$ cat src/rtl/approx_mult_scheduler.sv
// -----------------------------------------------------------------------------
// approx_mult_scheduler
//
// Shares one external, combinational approximate 8x8 multiplier between two
// requesters. A round-robin arbiter accepts one request at a time in IDLE.
// The winner's operands and accuracy level are latched. The level is turned
// into the multiplier's four truncation controls. The product is captured
// after EXEC_CYCLES settle cycles and returned on a valid/ready response
// channel, tagged with the requester ID and level.
//
// Optional build macro: APPROX_ERR_MON_EN
//   When defined, the block adds the rsp_err and err_acc outputs. rsp_err is
//   |exact - approximate| for each result. err_acc is a saturating sum of
//   rsp_err over the completed responses.
//
// Ports:
//   clk, rst                 clock (rising edge), async active-high reset
//   req0_* / req1_*          request channels: valid, ready (combinational),
//                            operands a/b [7:0], accuracy level [1:0]
//   mul_a, mul_b, mul_trunc  registered drive to the shared multiplier
//   mul_product              multiplier result, combinational from mul_*
//   rsp_valid, rsp_ready     response handshake
//   rsp_product, rsp_id,     captured 16-bit product, requester ID and level
//   rsp_lvl
//   rsp_err, err_acc         (APPROX_ERR_MON_EN only) error monitor outputs
// -----------------------------------------------------------------------------
module approx_mult_scheduler #(
    parameter logic [3:0]  LVL1_MASK   = 4'b0001,
    parameter logic [3:0]  LVL2_MASK   = 4'b0011,
    parameter logic [3:0]  LVL3_MASK   = 4'b0111,
    parameter int unsigned EXEC_CYCLES = 1
) (
    input  logic        clk,
    input  logic        rst,
    input  logic        req0_valid,
    output logic        req0_ready,
    input  logic [7:0]  req0_a,
    input  logic [7:0]  req0_b,
    input  logic [1:0]  req0_lvl,
    input  logic        req1_valid,
    output logic        req1_ready,
    input  logic [7:0]  req1_a,
    input  logic [7:0]  req1_b,
    input  logic [1:0]  req1_lvl,
    output logic [7:0]  mul_a,
    output logic [7:0]  mul_b,
    output logic [3:0]  mul_trunc,
    input  logic [15:0] mul_product,
    output logic        rsp_valid,
    input  logic        rsp_ready,
    output logic [15:0] rsp_product,
    output logic        rsp_id,
    output logic [1:0]  rsp_lvl
`ifdef APPROX_ERR_MON_EN
    ,
    output logic [15:0] rsp_err,
    output logic [23:0] err_acc
`endif
);

    typedef enum logic [1:0] {
        ST_IDLE = 2'd0,
        ST_EXEC = 2'd1,
        ST_RESP = 2'd2
    } state_t;

    // Counter runs EXEC_CYCLES-1 .. 0, so EXEC lasts EXEC_CYCLES cycles (1..4).
    localparam logic [1:0] CNT_LOAD = 2'(EXEC_CYCLES - 1);

    // Translate an accuracy level into the truncation controls.
    function automatic logic [3:0] lvl_to_mask(input logic [1:0] lvl);
        logic [3:0] mask;
        case (lvl)
            2'd0:    mask = 4'b0000;
            2'd1:    mask = LVL1_MASK;
            2'd2:    mask = LVL2_MASK;
            2'd3:    mask = LVL3_MASK;
            default: mask = 4'b0000;
        endcase
        return mask;
    endfunction

    state_t      r_state;
    logic [1:0]  r_cnt;
    logic        r_last_grant;
    logic [7:0]  r_mul_a;
    logic [7:0]  r_mul_b;
    logic [3:0]  r_mul_trunc;
    logic        r_rsp_valid;
    logic [15:0] r_rsp_product;
    logic        r_rsp_id;
    logic [1:0]  r_rsp_lvl;

    logic        w_grant_valid;
    logic        w_grant_id;
    logic [7:0]  w_win_a;
    logic [7:0]  w_win_b;
    logic [1:0]  w_win_lvl;

    // Round-robin arbitration: grant only in IDLE. On a tie the requester
    // that was not granted last wins.
    always_comb begin
        w_grant_valid = 1'b0;
        w_grant_id    = 1'b0;
        if (r_state == ST_IDLE) begin
            if (req0_valid && req1_valid) begin
                w_grant_valid = 1'b1;
                w_grant_id    = ~r_last_grant;
            end else if (req0_valid) begin
                w_grant_valid = 1'b1;
                w_grant_id    = 1'b0;
            end else if (req1_valid) begin
                w_grant_valid = 1'b1;
                w_grant_id    = 1'b1;
            end else begin
                w_grant_valid = 1'b0;
                w_grant_id    = 1'b0;
            end
        end else begin
            w_grant_valid = 1'b0;
            w_grant_id    = 1'b0;
        end
    end

    // Select the winner's payload for latching.
    always_comb begin
        w_win_a   = req0_a;
        w_win_b   = req0_b;
        w_win_lvl = req0_lvl;
        if (w_grant_id) begin
            w_win_a   = req1_a;
            w_win_b   = req1_b;
            w_win_lvl = req1_lvl;
        end else begin
            w_win_a   = req0_a;
            w_win_b   = req0_b;
            w_win_lvl = req0_lvl;
        end
    end

    assign req0_ready = w_grant_valid & ~w_grant_id;
    assign req1_ready = w_grant_valid &  w_grant_id;

`ifdef APPROX_ERR_MON_EN
    // Absolute difference between the exact and the approximate product.
    function automatic logic [15:0] abs_diff(input logic [15:0] exact,
                                             input logic [15:0] approx);
        logic [15:0] diff;
        if (exact >= approx) begin
            diff = exact - approx;
        end else begin
            diff = approx - exact;
        end
        return diff;
    endfunction

    // Accumulate with saturation at the 24-bit maximum.
    function automatic logic [23:0] sat_add(input logic [23:0] acc,
                                            input logic [15:0] inc);
        logic [24:0] sum;
        logic [23:0] res;
        sum = {1'b0, acc} + {9'd0, inc};
        if (sum[24]) begin
            res = 24'hFF_FFFF;
        end else begin
            res = sum[23:0];
        end
        return res;
    endfunction

    logic [15:0] r_rsp_err;
    logic [23:0] r_err_acc;
    logic [15:0] w_exact;

    assign w_exact = 16'(r_mul_a) * 16'(r_mul_b);
`endif

    // Main FSM: arbitration acceptance, settle counting, capture and response.
    always_ff @(posedge clk or posedge rst) begin
        if (rst) begin
            r_state       <= ST_IDLE;
            r_cnt         <= 2'd0;
            r_last_grant  <= 1'b1;
            r_mul_a       <= 8'd0;
            r_mul_b       <= 8'd0;
            r_mul_trunc   <= 4'd0;
            r_rsp_valid   <= 1'b0;
            r_rsp_product <= 16'd0;
            r_rsp_id      <= 1'b0;
            r_rsp_lvl     <= 2'd0;
`ifdef APPROX_ERR_MON_EN
            r_rsp_err     <= 16'd0;
            r_err_acc     <= 24'd0;
`endif
        end else begin
            case (r_state)
                ST_IDLE: begin
                    if (w_grant_valid) begin
                        r_mul_a      <= w_win_a;
                        r_mul_b      <= w_win_b;
                        r_mul_trunc  <= lvl_to_mask(w_win_lvl);
                        r_rsp_id     <= w_grant_id;
                        r_rsp_lvl    <= w_win_lvl;
                        r_last_grant <= w_grant_id;
                        r_cnt        <= CNT_LOAD;
                        r_state      <= ST_EXEC;
                    end else begin
                        r_state      <= ST_IDLE;
                    end
                end
                ST_EXEC: begin
                    if (r_cnt != 2'd0) begin
                        r_cnt         <= r_cnt - 2'd1;
                    end else begin
                        r_rsp_product <= mul_product;
                        r_rsp_valid   <= 1'b1;
                        r_state       <= ST_RESP;
`ifdef APPROX_ERR_MON_EN
                        r_rsp_err     <= abs_diff(w_exact, mul_product);
`endif
                    end
                end
                ST_RESP: begin
                    // r_rsp_valid is always set in RESP, so rsp_ready alone
                    // completes the handshake.
                    if (rsp_ready) begin
                        r_rsp_valid <= 1'b0;
                        r_state     <= ST_IDLE;
`ifdef APPROX_ERR_MON_EN
                        r_err_acc   <= sat_add(r_err_acc, r_rsp_err);
`endif
                    end else begin
                        r_state     <= ST_RESP;
                    end
                end
                default: begin
                    r_rsp_valid <= 1'b0;
                    r_state     <= ST_IDLE;
                end
            endcase
        end
    end

    assign mul_a       = r_mul_a;
    assign mul_b       = r_mul_b;
    assign mul_trunc   = r_mul_trunc;
    assign rsp_valid   = r_rsp_valid;
    assign rsp_product = r_rsp_product;
    assign rsp_id      = r_rsp_id;
    assign rsp_lvl     = r_rsp_lvl;
`ifdef APPROX_ERR_MON_EN
    assign rsp_err     = r_rsp_err;
    assign err_acc     = r_err_acc;
`endif

endmodule
$ cat config.mk
export PLATFORM = sky130hd
export DESIGN_NAME = approx_mult_scheduler
export DESIGN_NICKNAME = d
export VERILOG_FILES = /design/src/rtl/approx_mult_scheduler.sv
export SDC_FILE = /design/constraint.sdc
export NUM_CORES = 1
export LEC_CHECK = 0
export CAP_MARGIN = 20
export CORE_MARGIN = 8
export CORE_UTILIZATION = 30
export DETAILED_ROUTE_END_ITERATION = 10
export GPL_TIMING_DRIVEN = 0
export PLACE_DENSITY_LB_ADDON = 0.25
export SLEW_MARGIN = 20
export SYNTH_ARGS = -nofsm -noshare
export SYNTH_HDL_FRONTEND = slang
export SYNTH_SLANG_ARGS = --single-unit
$ cat constraint.sdc
create_clock -name clk -period 4.8 [get_ports clk]
set_input_delay 0.96 -clock clk [delete_from_list [all_inputs] [get_ports clk]]
set_output_delay 0.96 -clock clk [all_outputs]
set_load 0.005 [all_outputs]
## Word-level counts from Yosys, hierarchy flattened

Index checks and enable logic that the tools add are counted.
Widths: inputs -> output; s select.

| word-level totals | value |
|---|---|
| output and inout port bits | 42 |
| bits in registers | 45 |
| input bits | 57 |

| operators by class | value |
|---|---|
| muxes and demuxes | 21 |
| equality and inequality tests | 9 |
| add/subtract/negate cells | 1 |
| bitwise logic cells | 6 |
| reduce and logical (&&, ||, !) cells | 9 |

Operators with widths:

| cell | number |
|---|---|
| $mux 8 | 2 |
| $pmux 4 s4 | 1 |
| $mux 1 | 10 |
| $mux 2 | 5 |
| $ne 2x2->1 const B | 4 |
| $eq 2x2->1 const B | 3 |
| $pmux 2 s3 | 1 |
| $reduce_and 3->1 | 2 |
| $eq 2x1->1 const B | 2 |
| $logic_not 2->1 | 2 |
| $not 1->1 | 4 |
| $pmux 2 s2 | 1 |
| $reduce_and 2->1 | 2 |
| $reduce_bool 2->1 | 2 |
| $pmux 1 s3 | 1 |
| $and 1x1->1 | 2 |
| $sub 2x1->2 const B | 1 |
| $logic_and 1x1->1 | 1 |

## Longest topological paths before layout

Gate-level depths: netlist of the first run.

| logic depth | value |
|---|---|
| depth in word-level cells | 7 |
| mapped depth | 5 |
| gate-level depth less buffers | 5 |

## Least setup slack after synthesis of the first run

OpenSTA, ideal clock, no wires.

| path | value |
|---|---|
| path kind | input -> output |
| start point | input port req1_valid |
| end point | output port req1_ready |
| stages | 3 |
| arrival | 1.664 ns |
| path slack | 2.176 ns |
| buffers on the path | 1 |
| path through | a21bo_2 > nor2_2 > buf_2 |

| between the ends | value |
|---|---|
| longest elaborated chain between the ends | 5 |

Ends and longest elaborated chain:

| element | RTL line | source |
|---|---|---|
| start: declaration | 40 | `input logic req1_valid,` |
| $mux 1 | 112 | `end else if (req1_valid) begin` |
| $mux 1 | 109 | `end else if (req0_valid) begin` |
| $mux 1 | 106 | `if (req0_valid && req1_valid) begin` |
| $mux 1 | 105 | `if (r_state == ST_IDLE) begin` |
| $and 1x1->1 * | 142 | `assign req1_ready = w_grant_valid & w_grant_id;` |
| end: declaration | 41 | `output logic req1_ready,` |

Every way passes the cells marked *; elsewhere a longest branch is shown, timed or not.

## Final worst setup path of the first run

Ends and elaborated chain as after synthesis.

==> impl_metrics.json, run 1 <==
{
  "die_area_um2": 8940,
  "status": "completed",
  "vdd_ir_drop_max_uv": 258,
  "first_pass_iters": 4,
  "dieHeight_um": 94.6,
  "holdWs_ns": 0.479,
  "relSlewSlack_pct": 55.9,
  "top_usage_layer": "met2",
  "synth_largest_area_cell": "dfrtp_1",
  "powerDensity_nw_per_um2": 599,
  "io_pins": 99,
  "htree_levels": 2,
  "p_sw_mw": 0.536,
  "worst_slew_pin_slew_ns": 0.658,
  "cp.required_ns": 3.84,
  "port_buffers": 97,
  "cp-start-kind": "primary input",
  "start_util_pct": 31.1,
  "cp_slowest_cell": "clkdlybuf4s50_1",
  "clk_pin_slew_ns": 0.08,
  "grtUsageMet2_pct": 17.6,
  "yosys.cell_types.count": 31,
  "power_frac_comb_pct": 49.3,
  "rsz0062_at_grt": "no",
  "grt_max_degree": 29,
  "hold_viol_final": 0,
  "setup_viol": 0,
  "cpMostUsedCell": "clkdlybuf4s50_1",
  "ys.warnings.count": 0,
  "cellLeakagePower_nw": 1.29,
  "routed_wl_mm": 5.21,
  "cell_internal_pwr_mw": 1.29,
  "register_area_um2": 1080,
  "grt_pass1_vias": 1712,
  "min_period_ns": 3.94,
  "root_buffer": "clkbuf_8",
  "crit_path_max_fanout": 10,
  "clkPwrFrac_pct": 15.8,
  "syn_area_um2": 1850,
  "switching_share_pct": 29.3,
  "clkLatencyLatePin_ns": 0.29,
  "clockBufferDepth": 2,
  "holdPathStages": 2,
  "synth-seq-cells": 43,
  "layout_commonest_cell": "clkdlybuf4s50_1",
  "maxCapViolations": 0,
  "drive_gt1_share_pct": 16.1,
  "path_cells": "clkdlybuf4s50_1, a21bo_2, nor2_2, buf_2, clkdlybuf4s50_1",
  "cts_tree": "yes",
  "crit_type": "in2out",
  "post-cts-setup-buffers": 0,
  "arrival_ns": 2.98,
  "dp_hpwl_mm": 4.01,
  "wl_per_cell_um": 16.1,
  "drt-initial-drc-count": 42,
  "gp_congestion": 0.670,
  "drv_slew": 0,
  "cts_buffers": 5,
  "route.antenna.remaining_nets": 0,
  "die_w_um": 94.6,
  "fin_skew_ns": 0.00619,
  "antenna_found_initial": 0,
  "syn_to_final_growth_pct": 64.9,
  "fmax_mhz": 254,
  "rows": 28,
  "dr_total_vias": 1551,
  "min_from": "rsp_valid$_DFFE_PP0P_",
  "synth_top_area_share_pct": 56.8,
  "cp.depth": 5,
  "avgSynthCellArea_um2": 13.0,
  "seqPwrFrac_pct": 34.9,
  "ys_seq_area_share_pct": 58.2,
  "period_share_pct": 82.0,
  "synth_fp_nets": 200,
  "path_delay_family": "buffers and inverters",
  "drc": 0,
  "n_fill_cell": 553,
  "hold_path_class": "reg2reg",
  "netlist_instances": 142,
  "clkSinkCount": 43,
  "synth_top_cells_by_area": "dfrtp_1 57%, a221o_1 10%, mux2_2 9.7%, o21a_1 6.5%, dfstp_2 1.4%",
  "reg2reg_from": "r_cnt[0]$_DFFE_PP0P_",
  "vias_per_cell": 4.80,
  "min_to": "rsp_valid$_DFFE_PP0P_",
  "diodes": 0,
  "multi_input_area_um2": 687,
  "final_cell_mix": "97 x clkdlybuf4s50_1, 42 x dfrtp_1, 19 x a221o_1",
  "coreArea_um2": 5960,
  "nNetsFinal": 305,
  "r2r-end": "rsp_product[12]$_DFFE_PP0P_",
  "end_kind": "primary output",
  "path_buf_inv": 3,
  "grtUsageMet3_pct": 7.94,
  "grtUsageMet1_pct": 14.3,
  "cts-hold-fix-buffers": 0,
  "cpPeakStageDelay_ns": 0.54,
  "tns_ns": 0,
  "grt_pass1_wl_mm": 8.58,
  "grt_overflow": 0,
  "grtUsageTotal_pct": 12.1,
  "ctsResizeCount": 0,
  "r2r_cells": 5,
  "rrSetupSlack_ns": 3.00
}
synthesized netlist by cell type (all sizes together):
| master | instances |
|---|---|
| buf | 8 |
| nor3 | 3 |
| nand3b | 1 |
| or3b | 1 |
| mux2i | 1 |
| nor2b | 1 |
| a22oi | 1 |
| nor2 | 4 |
| inv | 7 |
| a21bo | 1 |
| a221o | 19 |
| a21o | 2 |
| clkbuf | 2 |
| dfrtp | 42 |
| ha | 1 |
| conb | 1 |
| nor4 | 1 |
| o21ai | 2 |
| nand2 | 5 |
| mux2 | 16 |
| a21oi | 1 |
| o21a | 16 |
| or2 | 3 |
| o22ai | 2 |
| dfstp | 1 |
how the worst max path moves through the flow:
stage,start,endpoint,slack (ns)
after floorplan,req1_valid,req1_ready,2.18
after global placement,req1_valid,req1_ready,0.87
after detailed placement,req1_valid,req1_ready,0.85
after CTS,req1_valid,req1_ready,0.84
after global routing,req1_valid,req1_ready,0.77
final,req1_valid,req1_ready,0.86
metal layers:
metal	up-vias	share of wire, %
met2	80	42
met4	0	1.2
li1	734	-
met1	732	42
met3	5	15
met5	-	0
power groups by stage:
| stage | combinational (mW) | clock, mW | sequential, mW |
|---|---|---|---|
| CTS | 0.921 | 0.305 | 0.638 |
| global placement | 0.907 | 0 | 0.636 |
| finish | 0.902 | 0.290 | 0.638 |
| global route | 0.986 | 0.322 | 0.663 |
| detailed placement | 0.917 | 0 | 0.643 |
| floorplan | 0.418 | 0 | 0.651 |
cells by family (layout without fill, tap and decap cells):
| kind of cell | count (synthesis) | count (layout) | synth area share, % |
|---|---|---|---|
| muxes | 17 | 17 | 10.3 |
| other | 1 | 1 | 0.203 |
| adders and majority gates | 1 | 1 | 0.676 |
| AOI/OAI and AO/OA | 44 | 44 | 20.0 |
| buffers and inverters | 17 | 123 | 4.73 |
| and+or+nand+nor | 19 | 19 | 5.95 |
| DFF | 43 | 43 | 58.2 |
final cells by class:
class                           count  area share, %
Tap cell                           75           3.07
Timing Repair Buffer               98           32.4
Multi-Input combinational cell     82           22.5
Sequential cell                    43           35.3
Clock buffer                        6           2.70
Inverter                            7          0.860
Buffer                             10           2.01
Clock inverter                      2           1.15
registers in the layout, indices dropped and copies added (netlist names), 2 cells and up:
register,count
rsp_product,16
r_state,2
mul_b,8
mul_a,8
rsp_lvl,2
mul_trunc,2
r_cnt,2
tightest hold or removal path: cells and delay by family, from the launching register on:
| family | cells | cell delay, ns |
|---|---|---|
| flops | 1 | 0.35 |
| simple gates | 2 | 0.10 |
through the flow:
step                power, mW  area [um2]  util, %  setup WS (ns)  std cells
detailed placement       1.56        2940     49.3          0.851        315
CTS                      1.86        3050     51.3          0.844        323
finish                   1.83        3050     51.3          0.863        323
global placement         1.54        2920     49.0          0.865        314
global route             1.97        3050     51.3          0.765        323
floorplan                1.07        1850        -           2.18        142
No activity file was read; power rests on OpenSTA's default activity.
==> inputs of run 2 (changes only) <==
clock period = 3.6 ns   (was 4.8 ns; I/O delays follow)
==> results of run 2 <==
The final DEF is identical to that of run 1. Status: completed.
Among the figures that moved: setup slack after placement 0.851 ns -> 0.131 ns; setup slack after layout 0.863 ns -> 0.143 ns; register-to-register setup slack 3.00 ns -> 1.80 ns; total power 1.83 mW -> 2.44 mW; worst IR drop on VDD 258 uV -> 344 uV
==> inputs of run 3 (changes only) <==
SLEW_MARGIN = not set   (was 20)
==> results of run 3 <==
The final DEF is identical to that of run 1. Status: completed.
Among the figures that moved: setup slack after placement 0.851 ns -> 0.131 ns; setup slack after layout 0.863 ns -> 0.143 ns; register-to-register setup slack 3.00 ns -> 1.80 ns; total power 1.83 mW -> 2.44 mW; worst IR drop on VDD 258 uV -> 344 uV
